===== src/rtl/riscv_wb_stage_pkg.sv =====
// Shared write-back definitions: data/index widths, load funct3 encodings
// and the retired-instruction counter width.
package riscv_wb_stage_pkg;

  localparam int unsigned XLEN_DEF   = 32;
  localparam int unsigned REG_AW_DEF = 5;
  localparam int unsigned INSTRET_W  = 64;
  localparam int unsigned FUNCT3_W   = 3;

  localparam logic [FUNCT3_W-1:0] LD_LB  = 3'b000;
  localparam logic [FUNCT3_W-1:0] LD_LH  = 3'b001;
  localparam logic [FUNCT3_W-1:0] LD_LW  = 3'b010;
  localparam logic [FUNCT3_W-1:0] LD_LBU = 3'b100;
  localparam logic [FUNCT3_W-1:0] LD_LHU = 3'b101;

  // True for the five legal load encodings; anything else is a format error.
  function automatic logic ld_funct3_legal(input logic [FUNCT3_W-1:0] f3);
    return (f3 == LD_LB) || (f3 == LD_LH) || (f3 == LD_LW) ||
           (f3 == LD_LBU) || (f3 == LD_LHU);
  endfunction

endpackage


===== src/rtl/riscv_wb_stage_ld_fmt.sv =====
// Combinational load extractor: picks the byte/half/word out of an aligned
// memory word, extends it, and flags misalignment or an illegal funct3.
module riscv_ld_fmt
  import riscv_wb_stage_pkg::*;
#(
  parameter int unsigned XLEN = XLEN_DEF
) (
  input  logic [FUNCT3_W-1:0] funct3_i,
  input  logic [1:0]          addr_lo_i,
  input  logic [XLEN-1:0]     rdata_i,
  output logic [XLEN-1:0]     value_o,
  output logic                err_o
);

  logic [7:0]  byte_sel;
  logic [15:0] half_sel;

  always_comb begin
    byte_sel = rdata_i[{addr_lo_i, 3'b000} +: 8];
    half_sel = rdata_i[{addr_lo_i[1], 4'b0000} +: 16];
  end

  // Misaligned or illegal loads return zero so nothing stale reaches rd.
  always_comb begin
    value_o = '0;
    err_o   = 1'b0;
    case (funct3_i)
      LD_LB:  value_o = {{(XLEN-8){byte_sel[7]}}, byte_sel};
      LD_LBU: value_o = {{(XLEN-8){1'b0}}, byte_sel};
      LD_LH: begin
        if (addr_lo_i[0]) begin
          err_o = 1'b1;
        end else begin
          value_o = {{(XLEN-16){half_sel[15]}}, half_sel};
        end
      end
      LD_LHU: begin
        if (addr_lo_i[0]) begin
          err_o = 1'b1;
        end else begin
          value_o = {{(XLEN-16){1'b0}}, half_sel};
        end
      end
      LD_LW: begin
        if (addr_lo_i != 2'b00) begin
          err_o = 1'b1;
        end else begin
          value_o = rdata_i;
        end
      end
      default: err_o = 1'b1;
    endcase
  end

endmodule


===== src/rtl/riscv_wb_stage.sv =====
// Write-back stage: one-entry output register between the memory stage and
// the register file; drives the rf write port, commit pulse and instret.
module riscv_wb_stage
  import riscv_wb_stage_pkg::*;
#(
  parameter int unsigned XLEN   = XLEN_DEF,
  parameter int unsigned REG_AW = REG_AW_DEF
) (
  input  logic                 clk,
  input  logic                 rst_n,
  input  logic                 in_valid,
  output logic                 in_ready,
  input  logic [XLEN-1:0]      in_pc,
  input  logic [REG_AW-1:0]    in_rd_idx,
  input  logic                 in_rd_we,
  input  logic                 in_is_load,
  input  logic [FUNCT3_W-1:0]  in_ld_funct3,
  input  logic [1:0]           in_ld_addr_lo,
  input  logic [XLEN-1:0]      in_alu_res,
  input  logic [XLEN-1:0]      in_mem_rdata,
  input  logic                 hold_i,
  output logic [REG_AW-1:0]    rd_idx_o,
  output logic                 rd_we_o,
  output logic [XLEN-1:0]      rd_val_o,
  output logic                 commit_valid_o,
  output logic [XLEN-1:0]      commit_pc_o,
  output logic                 ld_err_o,
  output logic [INSTRET_W-1:0] instret_o
);

  logic                 wb_valid_q,  wb_valid_d;
  logic [XLEN-1:0]      wb_pc_q,     wb_pc_d;
  logic [REG_AW-1:0]    wb_rd_idx_q, wb_rd_idx_d;
  logic                 wb_rd_we_q,  wb_rd_we_d;
  logic [XLEN-1:0]      wb_val_q,    wb_val_d;
  logic                 wb_err_q,    wb_err_d;
  logic [INSTRET_W-1:0] instret_q,   instret_d;

  logic            retire_c;
  logic            accept_c;
  logic [XLEN-1:0] fmt_val_c;
  logic            fmt_err_c;
  logic [XLEN-1:0] in_val_c;
  logic            in_err_c;

  riscv_ld_fmt #(
    .XLEN (XLEN)
  ) u_ld_fmt (
    .funct3_i  (in_ld_funct3),
    .addr_lo_i (in_ld_addr_lo),
    .rdata_i   (in_mem_rdata),
    .value_o   (fmt_val_c),
    .err_o     (fmt_err_c)
  );

  // Handshake: the entry drains unless frozen, and a retiring slot refills with no bubble.
  always_comb begin
    retire_c = wb_valid_q & ~hold_i;
    in_ready = ~wb_valid_q | retire_c;
    accept_c = in_valid & in_ready;
    in_val_c = in_is_load ? fmt_val_c : in_alu_res;
    in_err_c = in_is_load & fmt_err_c;
  end

  always_comb begin
    wb_valid_d  = wb_valid_q;
    wb_pc_d     = wb_pc_q;
    wb_rd_idx_d = wb_rd_idx_q;
    wb_rd_we_d  = wb_rd_we_q;
    wb_val_d    = wb_val_q;
    wb_err_d    = wb_err_q;
    instret_d   = instret_q + INSTRET_W'(retire_c);
    if (accept_c) begin
      wb_valid_d  = 1'b1;
      wb_pc_d     = in_pc;
      wb_rd_idx_d = in_rd_idx;
      wb_rd_we_d  = in_rd_we;
      wb_val_d    = in_val_c;
      wb_err_d    = in_err_c;
    end else if (retire_c) begin
      wb_valid_d  = 1'b0;
    end
  end

  always_ff @(posedge clk or negedge rst_n) begin
    if (!rst_n) begin
      wb_valid_q  <= 1'b0;
      wb_pc_q     <= '0;
      wb_rd_idx_q <= '0;
      wb_rd_we_q  <= 1'b0;
      wb_val_q    <= '0;
      wb_err_q    <= 1'b0;
      instret_q   <= '0;
    end else begin
      wb_valid_q  <= wb_valid_d;
      wb_pc_q     <= wb_pc_d;
      wb_rd_idx_q <= wb_rd_idx_d;
      wb_rd_we_q  <= wb_rd_we_d;
      wb_val_q    <= wb_val_d;
      wb_err_q    <= wb_err_d;
      instret_q   <= instret_d;
    end
  end

  // Pulses follow the retire condition so a falling hold_i retires in that same cycle.
  always_comb begin
    rd_idx_o       = wb_rd_idx_q;
    rd_val_o       = wb_val_q;
    rd_we_o        = retire_c & wb_rd_we_q & (wb_rd_idx_q != '0);
    commit_valid_o = retire_c;
    commit_pc_o    = wb_pc_q;
    ld_err_o       = retire_c & wb_err_q;
    instret_o      = instret_q;
  end

endmodule

===== config.mk =====
export PLATFORM = sky130hd
export DESIGN_NAME = riscv_wb_stage
export DESIGN_NICKNAME = d
export VERILOG_FILES = /design/src/rtl/riscv_wb_stage_pkg.sv /design/src/rtl/riscv_wb_stage_ld_fmt.sv /design/src/rtl/riscv_wb_stage.sv
export SDC_FILE = /design/constraint.sdc
export NUM_CORES = 1
export LEC_CHECK = 0
export CORE_MARGIN = 8
export CORE_UTILIZATION = 40
export DETAILED_ROUTE_END_ITERATION = 6
export GPL_ROUTABILITY_DRIVEN = 0
export PLACE_DENSITY_LB_ADDON = 0.3
export SLEW_MARGIN = 20
export SYNTH_ARGS = -nofsm -noshare
export SYNTH_HDL_FRONTEND = slang
export SYNTH_SLANG_ARGS = --single-unit

===== constraint.sdc =====
create_clock -name clk -period 2.4 [get_ports clk]
set_clock_uncertainty 0.2 [all_clocks]
set_input_delay 0.36 -clock clk [delete_from_list [all_inputs] [get_ports clk]]
set_output_delay 0.36 -clock clk [all_outputs]
set_load 0.005 [all_outputs]

==> impl_metrics.csv <==
group,metric,value,unit
run_status,outcome,"finished, final reports clean",
floorplan,die_area,20150,µm²
layout,areaGrowthSynthToFinish,58.17,%
grt,antenna_found_initial,0,
grt,grt_pass1_vias,6251,
layout,seqCellArea,3403,µm²
synth,seq_area_frac_synth,0.5364,
clocking,htree_levels,4,
clocking,clk_pin_slew,60,ps
worst_setup_path,critical_path_peak_fanout,3,
synth,synth.distinct_cells,51,
floorplan,start_util,0.4038,
synth,synth_edf_count,0,
clocking,clock_latency,410,ps
synth,synthFlopType,"dfrtp_1",
synth,muxShareOfSynthArea,0.01893,
route,drtPass1Iterations,5,
clocking,post_cts_buffers,0,
route,drc_errors,0,
route,drt_wl_total,20.07,mm
worst_setup_path,cp-end-kind,"output pin",
timing,finalHoldViolCount,0,
timing,fmaxAchievable,0.4384,GHz
power_and_ir_drop,vdd_drop_max,0.4269,mV
route,vias_per_cell,5.095,
floorplan,die-height,141.9,µm
floorplan,std_cell_rows,46,
route,num_vias,5992,
synth,synthXorXnorAreaFrac,0.08558,
power_and_ir_drop,p_leak,4.482,nW
worst_setup_path,required,1840,ps
timing,setup_viol,0,
worst_setup_path,start_kind,"flop",
timing,setup_ws,119.1,ps
layout,fillers,1349,
route,ant_nets,0,
grt,overflow,0,
route,initialDrtViolationCount,344,
layout,num_antenna_cells,0,
floorplan,io_pins,249,
timing,slew_violations,0,
timing,tightestPinTransition,784.8,ps
power_and_ir_drop,powerDensity,664.3,nW/µm²
grt,grt_pass1_wl,32.17,mm
synth,synthAdderAreaFrac,0.003944,
layout,multi_input_area,2795,µm²
clocking,numCtsBuffers,17,
grt,grt_max_degree,57,
synth,synthArstFlopShare,1.000,
run,drv_cap,0,
synth,synth_compound_area_frac,0.1057,
placement,hpwl,15.20,mm
layout,layout-drive-gt1-share,0.1063,
synth,yosys.area_share.simple,0.2230,
worst_setup_path,arrival,1720,ps
clocking,clk_path_buf_depth,2,
timing,finalCriticalPeriod,2281,ps
timing,relSlewSlack,0.4755,
timing,post-route-period-util,0.9504,
clocking,clkSinkCount,136,
grt,grt_use_total,0.2015,
synth,synth.avg_cell_area,9.555,µm²
layout,layout.nets,1062,
clocking,cts_tree,"yes",
synth,synth_top_family_by_area,"simple AND/OR/NAND/NOR gates",
worst_setup_path,critPathKind,"flop to output pin",
synth,postSynthCellCount,664,
placement,post-place-ws,-463.4,ps
placement,portBuffers,248,
synth,synthesis.area,6345,µm²
hold_path,min_path_cells,1,
timing,rsz0062_at_grt,"false",
synth,synth_nets,778,
layout,layout_common_cells,"clkdlybuf4s50_1, nand2_1, dfrtp_1",
layout,post-route-util,0.6387,
route,wl_per_cell,17.07,µm
synth,yosys_register_bits,136,
layout,final_common_cell,"clkdlybuf4s50_1",
clocking,cts-root-buf,"clkbuf_16",
hold_path,hold_path.class,"flop to flop",
synth,yosysWarnings,0,
floorplan,core-area,15710,µm²
worst_setup_path,reg2regPathDepth,9,
floorplan,fp.dieW,141.9,µm
-- metrics by stage --
stage | instances | total power [mW] | TNS, ps | instance area, µm² | hold slack [ps]
global placement | 1144 | 3.904 | -14250 | 9380 | 168.7
detailed placement | 1144 | 3.926 | -16880 | 9380 | 168.2
CTS | 1176 | 6.747 | 0 | 10030 | 253.4
finish | 1176 | 6.666 | 0 | 10040 | 262.4
floorplan | 664 | 3.061 | 0 | 6345 | -135.6
global route | 1176 | 6.956 | 0 | 10040 | 280.0
-- power by group --
group / internal [mW] / switching (mW) / total [mW]
clock: 1.82 / 0.974 / 2.79
sequential: 2.51 / 0.162 / 2.67
combinational: 0.721 / 0.486 / 1.21
total: 5.04 / 1.62 / 6.67
-- registers in the layout, summed over array words and instances, names as in the netlist --
name and flops:
rd_val_o 32, wb_rd_we_q 1, wb_err_q 1, rd_idx_o 5
wb_valid_q 1, commit_pc_o 32, instret_o 64
-- path summary, 6_finish.rpt --
path	start	end	slack, ps
setup / recovery	rd_idx_o[1]$_DFFE_PN0P_	rd_we_o	120
min in group asynchronous	rst_n	instret_o[19]$_DFF_PN0_	290
max in group asynchronous	rst_n	rd_val_o[5]$_DFFE_PN0P_	1070
hold reg to reg	instret_o[63]$_DFF_PN0_	instret_o[63]$_DFF_PN0_	260
hold / removal	instret_o[63]$_DFF_PN0_	instret_o[63]$_DFF_PN0_	260
setup reg to reg	wb_valid_q$_DFFE_PN0P_	instret_o[48]$_DFF_PN0_	170
-- worst max-delay path, stage by stage, from the launching register on --
cell and delay (ps):
dfrtp_1 390, or3_1 370, o311a_1 280, dlygate4sd2_1 270
-- synth_stat cells, types with 6 or more instances --
master      n  area share
nand2_1   145       0.086
dfrtp_1   136        0.54
nor2_1     64       0.038
a21oi_1    51       0.040
xor2_1     36       0.050
nand3_1    28       0.022
xnor2_1    26       0.036
clkbuf_1   22       0.013
o22ai_1    20       0.020
nor3_1     17       0.013
nand4_1    15       0.015
inv_1      10      0.0059
o21ai_0     8      0.0063
a32oi_1     6      0.0083
mux2_2      6       0.011
-- layout make-up --
type | instances | area share
sequential | 136 | 0.3391
timing repair buffer | 296 | 0.2885
multi-input combinational | 487 | 0.2785
clock buffer | 20 | 0.04650
tap | 216 | 0.02693
clock inverter | 11 | 0.01671
inverter | 10 | 0.003740
-- metal layers --
| metal | track usage | part of all wire | vias to the layer above |
|---|---|---|---|
| met2 | 0.3311 | 0.48 | 268 |
| met5 | 0 | 0 | - |
| met4 | 0.07971 | 0.021 | 0 |
| li1 | - | - | 2853 |
| met1 | 0.2302 | 0.39 | 2837 |
| met3 | 0.08185 | 0.11 | 34 |
-- cell families (layout without fill, tap and decap cells) --
logic type,after synthesis,count (layout)
AO/OA/AOI/OAI,109,109
XOR/XNOR,62,62
adder cells (fa/ha/maj),2,2
buffers and inverters,41,337
flip-flops,136,136
multiplexers,10,10
AND/OR/NAND/NOR,304,304
-- what timing repair did --
action,in CTS,in global routing
hold buffers,1,0
hold endpoints to repair,53,0
resized for setup,2,1
pin swaps,0,1
endpoints found under the setup margin,5,6
(Power assumes the default switching activity.)
